--- src/rtl/axi_lite_write_sequencer.sv ---
// Buffers AXI-Stream address/data beats in a small FIFO and replays them one at a
// time as single-cycle write strobes into an AXI-Lite master core, paced on its busy flag.
module axi_lite_write_sequencer #(
    parameter int AXI_DATA_WIDTH  = 32,
    parameter int AXI_ADDR_WIDTH  = 32,
    parameter int FIFO_DEPTH_LOG2 = 4
) (
    input  logic                                     aclk,
    input  logic                                     aresetn,
    input  logic [AXI_ADDR_WIDTH+AXI_DATA_WIDTH-1:0] s_axis_tdata,
    input  logic                                     s_axis_tvalid,
    output logic                                     s_axis_tready,
    input  logic                                     enable_i,
    output logic [AXI_ADDR_WIDTH-1:0]                waddr_o,
    output logic [AXI_DATA_WIDTH-1:0]                wdata_o,
    output logic [AXI_DATA_WIDTH/8-1:0]              wstrb_o,
    output logic                                     write_o,
    input  logic                                     busy_i,
    input  logic                                     write_failure_i,
    output logic [FIFO_DEPTH_LOG2:0]                 fifo_count_o,
    output logic                                     idle_o,
    output logic [31:0]                              sent_count_o,
    output logic [15:0]                              fail_count_o
);

    localparam int CMD_W = AXI_ADDR_WIDTH + AXI_DATA_WIDTH;
    localparam int DEPTH = 2 ** FIFO_DEPTH_LOG2;
    localparam logic [FIFO_DEPTH_LOG2:0] FULL_COUNT = (FIFO_DEPTH_LOG2 + 1)'(DEPTH);
    localparam logic [FIFO_DEPTH_LOG2:0] ONE_COUNT  = (FIFO_DEPTH_LOG2 + 1)'(1);

    typedef enum logic [1:0] {
        IDLE       = 2'd0,
        ISSUE      = 2'd1,
        WAIT_START = 2'd2,
        WAIT_DONE  = 2'd3
    } state_t;

    state_t state, state_nxt;

    logic [CMD_W-1:0]           mem [DEPTH];
    logic [FIFO_DEPTH_LOG2-1:0] wr_ptr, rd_ptr;
    logic [FIFO_DEPTH_LOG2:0]   count;
    logic                       full, empty, push, pop, done;
    logic [31:0]                sent_count_q;
    logic [15:0]                fail_count_q;

    assign full          = (count == FULL_COUNT);
    assign empty         = (count == '0);
    assign s_axis_tready = !full;
    assign push          = s_axis_tvalid && !full;
    assign done          = (state == WAIT_DONE) && !busy_i;

    // Buffer storage has no reset; discarding beats only needs the pointers cleared.
    always_ff @(posedge aclk) begin
        if (push) begin
            mem[wr_ptr] <= s_axis_tdata;
        end
    end

    always_ff @(posedge aclk or negedge aresetn) begin
        if (!aresetn) begin
            wr_ptr <= '0;
            rd_ptr <= '0;
            count  <= '0;
        end else begin
            if (push) begin
                wr_ptr <= wr_ptr + 1'b1;
            end
            if (pop) begin
                rd_ptr <= rd_ptr + 1'b1;
            end
            case ({push, pop})
                2'b10:   count <= count + ONE_COUNT;
                2'b01:   count <= count - ONE_COUNT;
                default: count <= count;
            endcase
        end
    end

    always_ff @(posedge aclk or negedge aresetn) begin
        if (!aresetn) begin
            state   <= IDLE;
            waddr_o <= '0;
            wdata_o <= '0;
        end else begin
            state <= state_nxt;
            if (pop) begin
                waddr_o <= mem[rd_ptr][CMD_W-1:AXI_DATA_WIDTH];
                wdata_o <= mem[rd_ptr][AXI_DATA_WIDTH-1:0];
            end
        end
    end

    always_comb begin
        state_nxt = state;
        pop       = 1'b0;
        write_o   = 1'b0;
        case (state)
            IDLE: begin
                if (!empty && enable_i && !busy_i) begin
                    pop       = 1'b1;
                    state_nxt = ISSUE;
                end
            end
            ISSUE: begin
                write_o   = 1'b1;
                state_nxt = WAIT_START;
            end
            WAIT_START: begin
                if (busy_i) begin
                    state_nxt = WAIT_DONE;
                end
            end
            WAIT_DONE: begin
                if (!busy_i) begin
                    state_nxt = IDLE;
                end
            end
            default: state_nxt = IDLE;
        endcase
    end

    // The failure flag is only meaningful on the cycle busy falls.
    always_ff @(posedge aclk or negedge aresetn) begin
        if (!aresetn) begin
            sent_count_q <= '0;
            fail_count_q <= '0;
        end else if (done) begin
            sent_count_q <= sent_count_q + 32'd1;
            if (write_failure_i && (fail_count_q != 16'hFFFF)) begin
                fail_count_q <= fail_count_q + 16'd1;
            end
        end
    end

    assign wstrb_o      = '1;
    assign fifo_count_o = count;
    assign idle_o       = (state == IDLE) && empty;
    assign sent_count_o = sent_count_q;
    assign fail_count_o = fail_count_q;

endmodule

--- config.mk ---
export PLATFORM = sky130hd
export DESIGN_NAME = axi_lite_write_sequencer
export DESIGN_NICKNAME = d
export VERILOG_FILES = /design/src/rtl/axi_lite_write_sequencer.sv
export SDC_FILE = /design/constraint.sdc
export NUM_CORES = 1
export LEC_CHECK = 0
export BUFFER_PORTS_ARGS = -buffer_cell sky130_fd_sc_hd__buf_4
export CAP_MARGIN = 40
export CORE_MARGIN = 5
export CORE_UTILIZATION = 55
export CTS_CLUSTER_SIZE = 16
export DETAILED_ROUTE_END_ITERATION = 16
export PLACE_DENSITY_LB_ADDON = 0.12
export SETUP_SLACK_MARGIN = 0.3
export SLEW_MARGIN = 20
export SYNTH_ARGS = -nofsm -noshare
export SYNTH_HDL_FRONTEND = slang
export SYNTH_SLANG_ARGS = --single-unit
--- constraint.sdc ---
create_clock -name aclk -period 6.2 [get_ports aclk]
set_clock_uncertainty 0.2 [all_clocks]
set_input_delay 1.24 -clock aclk [delete_from_list [all_inputs] [get_ports aclk]]
set_output_delay 1.24 -clock aclk [all_outputs]
set_load 0.02 [all_outputs]
* Word-level counts from Yosys, hierarchy flattened *
Memory sizes are Yosys's and may differ from the RTL's. A register that Yosys moved wholly into a read port is not among the register bits.
Cells that the tools add are included.

word-level totals
  latch bits = 0
  word-level logic and storage cells = 48
  RAM bits = 1024
  output and inout port bits = 124
  bits of input ports = 70
  memories kept = 1
  bits in read-only memories = 0
  flip-flop bits (word level) = 63

memory list
  name  depth  width  rd ports  clocked after memory_dff  wr ports  line  source
  mem   16     64     1         1                         1         40    logic [CMD_W-1:0] mem [DEPTH];

cells by class
  div/mod/pow operators = 0
  reduce and logical (&&, ||, !) cells = 15
  shift-type cells = 0
  mux-type cells = 10
  equal/unequal tests = 10
  add/sub/neg operators = 6
  $mul = 0
  $lt $le $gt $ge = 0
  bitwise operators = 0

operators with widths
  kind                                                                   number
  32-bit by 1-bit adder with 32-bit output, second input constant        1
  16-bit by 1-bit adder with 16-bit output, second input constant        1
  16-bit inequality test, second input constant                          1
  5-bit one-hot mux with 2 select lines                                  1
  4-bit by 1-bit adder with 4-bit output, second input constant          2
  2-bit one-hot mux with 4 select lines                                  1
  2-bit equality test, second input constant                             3
  1-bit logical AND                                                      6
  2-bit 2-to-1 mux                                                       3
  2-bit inequality test, second input constant                           3
  5-bit by 1-bit adder with 5-bit output, second input constant          1
  5-bit equality test, second input constant                             1
  5-bit logical NOT                                                      1
  1-bit 2-to-1 mux                                                       5
  5-bit by 1-bit subtractor with 5-bit output, second input constant     1
  2-bit by 1-bit equality test with 1-bit output, second input constant  2
  1-bit logical NOT                                                      4
  3-bit AND reduction                                                    1
  2-bit logical NOT                                                      1
  2-bit AND reduction                                                    1
  2-bit nonzero test                                                     1

* Depth between registers and ports, before layout *
  word-level depth = 8
  gate-level depth with buffers = 14
  gate-level depth less buffers = 10

* Worst setup path after synthesis *
No wires, ideal clock.

  path type = input port to flip-flop
  start point = input port s_axis_tvalid
  end point = memory mem[3][0] (netlist bit) (enable)
  path buffers = 0
  arrival time = 6262 ps
  library setup time = 564 ps
  path slack = -827 ps
  cell stages on the path = 3
  required time = 5436 ps
  path through = a21boi_1 -> nand2_1 -> nor3_1

on the way
  word-level cells in the longest chain between the ends = 3

ends and longest elaborated chain
  element                                 line  source
  start: declaration                      11    input logic s_axis_tvalid,
  1-bit logical AND                       50    assign push = s_axis_tvalid && !full;
  1-bit 2-to-1 mux                        55    if (push) begin
  1-bit 2-to-1 mux (implied by the code)  56    mem[wr_ptr] <= s_axis_tdata;
  end: declaration                        40

No other way between the ends.

* Worst setup path in the final report *
  start point = register count[1], in the netlist fifo_count_o[1]
  end point = output port idle_o

on the way
  word-level cells in the longest chain between the ends = 2

ends and longest elaborated chain
  element                   line  source
  start: declaration        42    logic [FIFO_DEPTH_LOG2:0] count;
  start signal: assignment  73    2'b10: count <= count + ONE_COUNT;
  start signal: assignment  74    2'b01: count <= count - ONE_COUNT;
  start signal: assignment  75    default: count <= count;
  5-bit logical NOT         48    assign empty = (count == '0);
  1-bit logical AND         138   assign idle_o = (state == IDLE) && empty;
  end: declaration          21    output logic idle_o,

No other way between the ends.

==> summary.md <==
| Metric | Value |
|---|---|
| Status | finished clean |
| Synth area leader | edfxtp_1 |
| Clk Latency, worst-skew pair | 0.67 ns |
| DP Cell Count | 3208 |
| # port buffers | 189 |
| Fmax | 277 MHz |
| Worst slew margin | 0.428 |
| Vias/cell | 6.17 |
| CP max stage cell | or4_4 |
| Initial antenna violation count | 0 |
| Vias after detailed routing | 21094 |
| Mean post-synth cell area | 21.6 sq um |
| Post-synthesis sequential area ratio | 0.773 |
| CP max FO | 9 |
| Max-cap viol count | 0 |
| Setup TNS | 0 ns |
| Nets | 2358 |
| Die height | 292 um |
| Post-CTS sizing | 0 |
| GRT Overall Usage | 0.222 |
| Diodes inserted | 0 |
| Width of the die | 292 um |
| Post-DP HPWL | 54400 um |
| Final Hold Fails | 0 |
| Clock-pin slew on the worst setup and hold paths | 0.06 ns |
| Total Wirelength | 94600 um |
| Io pins | 194 |
| CTS root buf | clkbuf_16 |
| Post-route cell area | 0.0507 sq mm |
| #FFs+latches synth | 1151 |
| Critical path buffers and inverters | 1 |
| Max VDD drop | 0.309 mV |
| CTS buffer count | 110 |
| Area delta synth->final | 15.5% |
| Core ar. | 0.0790 sq mm |
| Final Max Tran Viols | 0 |
| H-Tree Depth | 3 |
| Setup ws final | 2.59 ns |
| Drt drc | 0 |
| Critical Path Max Stage Delay | 0.62 ns |
| Final setup vio count | 0 |
| DR WL/cell | 27.7 um |
| Post-synth ARST share | 0.110 |
| Mapped cell area | 0.0439 sq mm |
| Dpl ws | 2.15 ns |
| Fin crit share | 0.583 |
| Core Util, Final | 0.641 |
| Post-synth top flop | edfxtp_1 |
| Detailed Route Iter0 Violations | 1657 |
| Antenna-violating nets left | 0 |
| Delay-heaviest family, CP | simple AND/OR/NAND/NOR gates |
| Tot Pwr | 22.6 mW |
| Synth top area share | 0.701 |
| Share of layout cells above drive strength 1 | 0.324 |
| Postcts setup bufs | 0 |
| Unrepaired setup endpoints after global routing | no |
| Hold Worst Slack | 0.286 ns |
| Initial Util | 0.555 |
| Critical path type | reg2out |
| Cells along the critical path | or4_4, nor3b_1, buf_4 |
| Crit path DAT | 2.17 ns |
| Static Leak | 16.6 nW |
| GR Overflow Total | 0 |
| Largest net degree at the start of global routing | 97 |
| Post-cts hold buffer count | 0 |
| Die area | 0.0855 sq mm |
| Power per cell area | 445 mW/mm^2 |
| Number of flops mapped to enable cells by yosys | 1024 |
| Core Rows | 103 |
| Worst slew pin tran | 0.851 ns |
| Dpl cell area | 0.0469 sq mm |
| Clk sink count | 1151 |
| Fin crit period | 3.61 ns |
| Gpl congestion | 0.790 |
| Synth cell types | 49 |
| Data required, critical path | 4.76 ns |
| Drt pass-1 iters | 5 |
| Worst setup EP type | primary output |
| HP Class | reg2reg |
| Synth top area cells | edfxtp_1 70%, mux4_2 13%, dfrtp_1 7.2% |
| Layout Cells excl Fill | 3420 |
| Number of global-route vias before repair | 22048 |
| Post-Syn Instances | 2030 |
| Startpoint Class | flip-flop |
| Longest Clk Path Bufs | 3 |
| CTS tree | yes |
| Synth Warn # | 0 |
| Global-route wire length before repair | 144000 um |
## cell type report
type / count / area [sq um]
inverters: 7 / 26.3
well taps: 1050 / 1310
multi-input cells: 761 / 9550
clock buffers: 162 / 3120
repair buffers: 242 / 2130
fillers: 5328 / 28300
clock inverters: 47 / 594
flip-flops and latches: 1151 / 33900
## flip-flops by register name, summed over array words and instances (netlist names)
name	count
wdata_o	32
fail_count_o	16
fifo_count_o	5
state	2
waddr_o	32
wr_ptr	4
mem	1024
sent_count_o	32
rd_ptr	4
## cells in the final DEF (no fill, tap or decap), types with 4 or more instances in the layout
cell and count:
nand3b_1 4, nor3_1 5, a21oi_1 69, xor2_1 21
nor2_1 13, bufinv_16 12, buf_12 14, and3_1 7
ha_1 15, nor4_1 10, clkbuf_8 15, clkinv_1 8
buf_4 218, o22ai_1 118, edfxtp_1 1024, nand2_1 26
mux4_2 256, nand3_1 17, dfrtp_1 124, and2_1 4
mux2_2 69, nor3_4 4, buf_16 7, o21ai_0 6
nand4_1 21, conb_1 4, xnor2_1 34, inv_1 7
clkinv_2 17, o22ai_2 10, nand2b_1 4, clkbuf_1 36
nor2_4 12, clkbuf_16 111
## per-layer routing
layer | part of all wire | up-vias | wire (um) | GRT usage
li1 | - | 8980 | - | -
met1 | 0.42 | 11375 | 39800 | 0.320
met2 | 0.51 | 623 | 48500 | 0.374
met3 | 0.052 | 116 | 4900 | 0.0336
met4 | 0.016 | 0 | 1490 | 0.0414
met5 | 0 | - | 0 | 0
## logic make-up (layout without fill, tap and decap cells)
logic type / after synthesis / in the layout / synth area share
other cells: 1 / 4 / 0.0000855
mux: 326 / 326 / 0.149
fa+ha+maj: 15 / 15 / 0.00428
buf+inv: 121 / 458 / 0.0129
compound gates: 215 / 215 / 0.0309
xor+xnor: 55 / 55 / 0.0110
simple gates: 146 / 146 / 0.0181
flops: 1151 / 1151 / 0.773
## Yosys cell counts (2+ instances only)
cell type and count:
a31oi_1 2, nand3_1 17, edfxtp_1 1024, and3_1 7, a21oi_1 69, mux4_2 256
o21ai_0 6, inv_1 7, nand3b_1 4, nor4_1 10, buf_2 40, nor3_1 9
dfrtp_1 127, nand2_1 26, xnor2_1 34, buf_1 7, nor2_1 25, ha_1 15
and2_1 4, nand4_1 21, nor2b_1 3, nor3b_1 2, xor2_1 21, o31ai_1 2
nand2b_1 5, o22ai_1 118, and3b_1 2, and4_1 2, clkbuf_1 55, o22ai_2 10
or2_2 2, buf_6 5, buf_4 7, mux2_2 69, o211a_1 2, nor4b_1 2
## path summary, 6_finish.rpt
| kind | from | end | slack (ns) | cells after the start |
|---|---|---|---|---|
| max reg2reg | fifo_count_o[1]$_DFFE_PN0P_ | fifo_count_o[4]$_DFFE_PN0P_ | 2.87 | 9 |
| min reg2reg | sent_count_o[31]$_DFFE_PN0P_ | sent_count_o[31]$_DFFE_PN0P_ | 0.29 | 1 |
| max | fifo_count_o[1]$_DFFE_PN0P_ | idle_o | 2.59 | 3 |
| min in group asynchronous | aresetn | sent_count_o[23]$_DFFE_PN0P_ | 0.32 | 1 |
| max in group asynchronous | aresetn | wdata_o[23]$_DFFE_PN0P_ | 4.38 | 2 |
| min | sent_count_o[31]$_DFFE_PN0P_ | sent_count_o[31]$_DFFE_PN0P_ | 0.29 | 1 |
## power breakdown
part | internal, mW | switching [mW]
Clock | 4.00 | 2.81
Combinational | 2.67 | 3.12
Sequential | 9.42 | 0.544
No activity file was read; power rests on OpenSTA's default activity.
